## config.mk

```make
export PLATFORM = sky130hd
export DESIGN_NAME = touch_zone_detector
export DESIGN_NICKNAME = d
export VERILOG_FILES = /design/src/rtl/touch_zone_detector.sv
export SDC_FILE = /design/constraint.sdc
export NUM_CORES = 1
export LEC_CHECK = 0
export BUFFER_PORTS_ARGS = -buffer_cell sky130_fd_sc_hd__clkbuf_2
export CORE_MARGIN = 3
export CORE_UTILIZATION = 47
export DETAILED_ROUTE_END_ITERATION = 6
export PLACE_DENSITY_LB_ADDON = 0.3
export RECOVER_POWER = 25
export SLEW_MARGIN = 20
export SYNTH_ARGS = -nofsm -noshare
export SYNTH_HDL_FRONTEND = slang
export SYNTH_SLANG_ARGS = --single-unit
```

## constraint.sdc

```tcl
create_clock -name clk -period 12.84 [get_ports clk]
set_input_delay 0.642 -clock clk [delete_from_list [all_inputs] [get_ports clk]]
set_output_delay 0.642 -clock clk [all_outputs]
set_load 0.02 [all_outputs]
```

## src/rtl/touch_zone_detector.sv

```systemverilog
// Tests tracker pixels against NZONES rectangles, debounces presence per zone across frames, counts entries.
// Pixel hit: 1 cycle. Event and count: the cycle after frame_start. No backpressure; streaming input only.
module touch_zone_detector #(
  parameter int NZONES = 4,
  parameter int XW     = 10,
  parameter int YW     = 9,
  parameter int HOLD   = 3,
  parameter int CNTW   = 16
) (
  input  logic                   clk,
  input  logic                   reset,
  input  logic                   cfg_we,
  input  logic [2:0]             cfg_zone,
  input  logic [XW-1:0]          cfg_x1,
  input  logic [XW-1:0]          cfg_x2,
  input  logic [YW-1:0]          cfg_y1,
  input  logic [YW-1:0]          cfg_y2,
  input  logic                   cnt_clr,
  input  logic                   frame_start,
  input  logic [1:0]             clcount,
  input  logic [XW-1:0]          tor_x,
  input  logic [YW-1:0]          tor_y,
  output logic [NZONES-1:0]      zone_hit,
  output logic                   outtd,
  output logic [NZONES-1:0]      zone_event,
  output logic [NZONES-1:0]      zone_active,
  output logic [NZONES*CNTW-1:0] zone_count
);

  typedef enum logic [1:0] {IDLE, ARM, ACTIVE, REL} state_t;

  state_t          st  [NZONES];
  logic [3:0]      run [NZONES];
  logic [CNTW-1:0] cnt [NZONES];
  logic [XW-1:0]   rx1 [NZONES];
  logic [XW-1:0]   rx2 [NZONES];
  logic [YW-1:0]   ry1 [NZONES];
  logic [YW-1:0]   ry2 [NZONES];

  logic [NZONES-1:0] seen;
  logic [NZONES-1:0] raw_hit;
  logic [NZONES-1:0] wr_sel;
  logic [NZONES-1:0] enter;

  // A disabled zone (x1>x2 or y1>y2) can never satisfy both inclusive bounds.
  always_comb begin
    raw_hit = '0;
    wr_sel  = '0;
    for (int i = 0; i < NZONES; i++) begin
      raw_hit[i] = (clcount == 2'd1) &&
                   (tor_x >= rx1[i]) && (tor_x <= rx2[i]) &&
                   (tor_y >= ry1[i]) && (tor_y <= ry2[i]);
      wr_sel[i]  = cfg_we && (int'(cfg_zone) == i);
    end
  end

  // Entry into ACTIVE; a rectangle write in the same cycle overrides the FSM.
  always_comb begin
    enter = '0;
    for (int i = 0; i < NZONES; i++) begin
      if (frame_start && !wr_sel[i] && seen[i]) begin
        case (st[i])
          IDLE:    enter[i] = (HOLD == 1);
          ARM:     enter[i] = ((run[i] + 4'd1) == 4'(HOLD));
          default: enter[i] = 1'b0;
        endcase
      end
    end
  end

  always_ff @(posedge clk or posedge reset) begin
    if (reset) begin
      zone_hit   <= '0;
      outtd      <= 1'b0;
      zone_event <= '0;
      seen       <= '0;
      for (int i = 0; i < NZONES; i++) begin
        st[i]  <= IDLE;
        run[i] <= '0;
        cnt[i] <= '0;
        rx1[i] <= (i == 0) ? XW'(14)  : '1;
        rx2[i] <= (i == 0) ? XW'(156) : '0;
        ry1[i] <= (i == 0) ? YW'(11)  : '1;
        ry2[i] <= (i == 0) ? YW'(110) : '0;
      end
    end else begin
      zone_hit   <= raw_hit;
      outtd      <= |raw_hit;
      zone_event <= enter;
      for (int i = 0; i < NZONES; i++) begin
        if (cnt_clr)
          cnt[i] <= '0;
        else if (enter[i] && (cnt[i] != '1))
          cnt[i] <= cnt[i] + CNTW'(1);

        if (wr_sel[i]) begin
          rx1[i]  <= cfg_x1;
          rx2[i]  <= cfg_x2;
          ry1[i]  <= cfg_y1;
          ry2[i]  <= cfg_y2;
          st[i]   <= IDLE;
          run[i]  <= '0;
          seen[i] <= 1'b0;
        end else if (frame_start) begin
          // A hit coinciding with frame_start belongs to the new frame.
          seen[i] <= raw_hit[i];
          case (st[i])
            IDLE: if (seen[i]) begin
              if (HOLD == 1) begin
                st[i]  <= ACTIVE;
                run[i] <= '0;
              end else begin
                st[i]  <= ARM;
                run[i] <= 4'd1;
              end
            end
            ARM: if (seen[i]) begin
              if ((run[i] + 4'd1) == 4'(HOLD)) begin
                st[i]  <= ACTIVE;
                run[i] <= '0;
              end else begin
                run[i] <= run[i] + 4'd1;
              end
            end else begin
              st[i]  <= IDLE;
              run[i] <= '0;
            end
            ACTIVE: if (!seen[i]) begin
              if (HOLD == 1) begin
                st[i]  <= IDLE;
                run[i] <= '0;
              end else begin
                st[i]  <= REL;
                run[i] <= 4'd1;
              end
            end
            REL: if (!seen[i]) begin
              if ((run[i] + 4'd1) == 4'(HOLD)) begin
                st[i]  <= IDLE;
                run[i] <= '0;
              end else begin
                run[i] <= run[i] + 4'd1;
              end
            end else begin
              st[i]  <= ACTIVE;
              run[i] <= '0;
            end
            default: begin
              st[i]  <= IDLE;
              run[i] <= '0;
            end
          endcase
        end else begin
          seen[i] <= seen[i] | raw_hit[i];
        end
      end
    end
  end

  for (genvar g = 0; g < NZONES; g++) begin : g_zone
    assign zone_active[g]             = (st[g] == ACTIVE) || (st[g] == REL);
    assign zone_count[g*CNTW +: CNTW] = cnt[g];
  end

endmodule

```

==> metrics.md <==
| Metric | Value |
|---|---|
| Status | finished, violations left |
| Failing checks | capacitance limit, slew limit |
| Hold Vio Cnt, Final | 0 |
| Async set-reset flop share out of synthesis | 100.0% |
| Max Root-Sink Buffers | 3 |
| Overflow after GRT | 0 |
| Post-CTS setup buffer count | 0 |
| CTS buffer count | 30 |
| Fin nets | 1950 |
| Ratio of final minimum period to clock period | 34.42% |
| Tightest Pin Transition | 4.944 ns |
| Count of final max-slew check failures | 277 |
| Layout cells sized above 1 | 16.92% |
| Final cell count without fillers | 2134 |
| Routability congestion estimate | 0.8785 |
| PortBufs | 143 |
| Avg Cell Area, Syn | 9.119 um2 |
| Leakage | 7.709 nW |
| CTS tree | done |
| DRT met1 WL | 16740 um |
| Vias | 11757 |
| Hold path depth | 3 |
| Worst reg2reg path depth | 8 |
| Pre-antenna DRT Iters | 5 |
| Post-synth EDFFs | 0 |
| Layout area overhead | 14.26% |
| Final Setup Violations | 0 |
| WS Path Type | in2reg |
| Data required, critical path | 13.24 ns |
| Area leader, netlist | dfrtp_1 |
| Initial antenna violation count | 1 |
| Arrival @ worst endpoint | 4.82 ns |
| Post-Synthesis Cell Area | 14550 um2 |
| H-tree Lvls | 1 |
| Final ANT Viol Nets | 0 |
| FP Rows | 63 |
| # resized after CTS | 0 |
| Routed vias/inst | 5.509 |
| Drt wl/cell | 17.14 um |
| Post-route DRC | 0 |
| Clock skew | 0.01000 ns |
| Register area share after synthesis | 44.15% |
| Cell count after placement | 2077 |
| DPL Wire Length | 25400 um |
| Startpoint Class | primary input |
| Number of global-route vias before repair | 11677 |
| PwrDens | 139.4 nW/um2 |
| Core area | 30030 um2 |
| Worst-Skew Late Latency | 0.55 ns |
| Clk root buf | clkbuf_16 |
| Synth cell types | 66 |
| Metal3 WL | 1680 um |
| Max FO, Critical Path | 84 |
| Peak supply drop | 102.7 uV |
| Initial DRC Count | 785 |
| Met2 wire length | 17370 um |
| Period minus WS final | 4.420 ns |
| Top_reg_cell synth | dfrtp_1 |
| Fmax | 0.2262 GHz |
| Die width | 181.9 um |
| Hold WC Path Type | in2reg |
| Post-Route WL | 36580 um |
| Overall die height | 181.9 um |
| Setup_tns | 0 ns |
| Mapped Nets | 1826 |
| Crit. End Element | flop |
| Top sig layer | met4 |
| Tot GR Track Use | 21.99% |
| Clock sinks | 253 |
| Hold Buf Count CTS | 0 |
| Top cells by area, synth | dfrtp_1 (31%), ha_1 (14%), dfstp_2 (13%) |
| Starting Density | 48.43% |
| Post-synth top area share | 31.14% |
| Num ports | 144 |
| First-pass GRT wire length | 60220 um |
| Clk pin slew, worst setup/hold paths | 0.06 ns |
| Yosys warns | 0 |
| Die ar. | 33090 um2 |
| RSZ-0062 raised after global routing | false |
| MaxCap Viol Count | 3 |
| # fillers | 2686 |
| Post-Synthesis Cells | 1595 |
| Slew margin rel. | -231.4% |
| #FFs+latches synth | 253 |
| Largest net degree at the start of global routing | 110 |
[metal layers]
layer	global-route usage (%)	vias to the layer above
met2	36.66	258
met4	5.698	0
li1	-	5737
met5	0	-
met1	30.39	5705
met3	2.925	57
[worst paths after layout]
kind | startpoint | to | slack [ns]
worst min-delay path | cfg_x2[3] | rx2[33]$_DFFE_PP1P_ | 0.33
worst max register to register | run[0]$_DFFE_PP0P_ | zone_count[62]$_DFFE_PP0P_ | 9.58
worst max-delay path | cfg_zone[1] | zone_count[26]$_DFFE_PP0P_ | 8.42
worst min register to register | rx1[0]$_DFFE_PP1P_ | rx1[0]$_DFFE_PP1P_ | 0.47
min in group asynchronous | reset | zone_count[53]$_DFFE_PP0P_ | 1.60
max in group asynchronous | reset | ry2[31]$_DFFE_PP0P_ | 8.67
[stage by stage]
stage | total power, W | hold WS (ns) | utilization, % | cell area [um2] | setup slack (ns)
after floorplan | 0.001298 | 0.4412 | - | 14550 | 5.360
after global placement | 0.001420 | 0.4513 | 52.00 | 15620 | 9.699
after detailed placement | 0.001445 | 0.4610 | 52.00 | 15620 | 9.595
after CTS | 0.002340 | 0.2749 | 55.44 | 16650 | 9.592
after global routing | 0.002461 | 0.3315 | 55.34 | 16620 | 7.857
final | 0.002316 | 0.3329 | 55.34 | 16620 | 8.420
[cell families (layout without fill, tap and decap cells)]
family,count (synthesis),count (layout),synth area share [%]
AO/OA/AOI/OAI,339,339,13.38
XOR/XNOR,51,51,3.071
adder cells (fa/ha/maj),164,164,14.11
buffers and inverters,230,378,6.056
flip-flops,253,253,44.15
multiplexers,20,20,1.497
other,0,1,0
AND/OR/NAND/NOR,538,538,17.74
[sequential cells by signal, summed over array words and instances (netlist names)]
signal      flops
ry2            36
zone_event      4
rx2            40
run            16
ry1            36
outtd           1
zone_hit        4
seen            4
zone_count     64
st              8
rx1            40
[synthesized netlist by cell type, types with 9 or more instances]
| library cell | count |
|---|---|
| nand2b_1 | 14 |
| nor2b_1 | 9 |
| nor2_1 | 103 |
| nor3_1 | 32 |
| a211oi_1 | 18 |
| a21o_1 | 11 |
| and3_1 | 14 |
| a21oi_1 | 69 |
| nand2_1 | 218 |
| dfstp_2 | 72 |
| clkbuf_1 | 51 |
| mux2_2 | 12 |
| inv_1 | 170 |
| xnor2_1 | 33 |
| nand3_1 | 52 |
| ha_1 | 164 |
| o21ai_0 | 180 |
| nor4_1 | 13 |
| xor2_1 | 18 |
| dfrtp_1 | 181 |
| nand4_1 | 37 |
[cells in the final DEF (no fill, tap or decap), types with 8 or more instances in the layout]
master / Yosys / final
inv_1: 170 / 169
clkbuf_2: 0 / 142
a2111oi_0: 8 / 8
mux2_2: 12 / 12
ha_1: 164 / 164
xor2_1: 18 / 18
a21o_1: 11 / 11
nor4_1: 13 / 13
nand2_1: 218 / 218
a211oi_1: 18 / 18
nor2_1: 103 / 103
a21oi_1: 69 / 69
nand2b_1: 14 / 14
clkbuf_1: 51 / 12
dfstp_2: 72 / 72
nand4_1: 37 / 37
o21ai_0: 180 / 180
nor2b_1: 9 / 9
and3_1: 14 / 14
clkbuf_16: 0 / 31
nor3_1: 32 / 32
nand3_1: 52 / 52
dfrtp_1: 181 / 181
xnor2_1: 33 / 33
[final cells by class]
| cell class | instances | area (um2) | area share, % |
|---|---|---|---|
| Multi-Input combinational cell | 1112 | 7268 | 43.73 |
| Sequential cell | 253 | 6421 | 38.64 |
| Clock buffer | 46 | 902.1 | 5.428 |
| Timing Repair Buffer | 151 | 763.2 | 4.592 |
| Inverter | 171 | 643.1 | 3.870 |
| Tap cell | 390 | 488.0 | 2.936 |
| Clock inverter | 10 | 131.4 | 0.7905 |
| Antenna cell | 1 | 2.502 | 0.01506 |
[power by group]
| part | leakage, nW | switching (W) | internal (W) | total, W |
|---|---|---|---|---|
| sequential | 3.14 | 0.0000429 | 0.000939 | 0.000982 |
| combinational | 4.06 | 0.000278 | 0.000177 | 0.000455 |
| clock | 0.508 | 0.000337 | 0.000542 | 0.000879 |
[critical path, cell delays in order]
cell and delay (ns):
clkbuf_1 0.16, nor4bb_4 0.30, clkbuf_1 2.58, nor3_2 0.47, and3_1 0.44, xnor2_1 0.15, nor2_1 0.05
No activity file was read; power rests on OpenSTA's default activity.
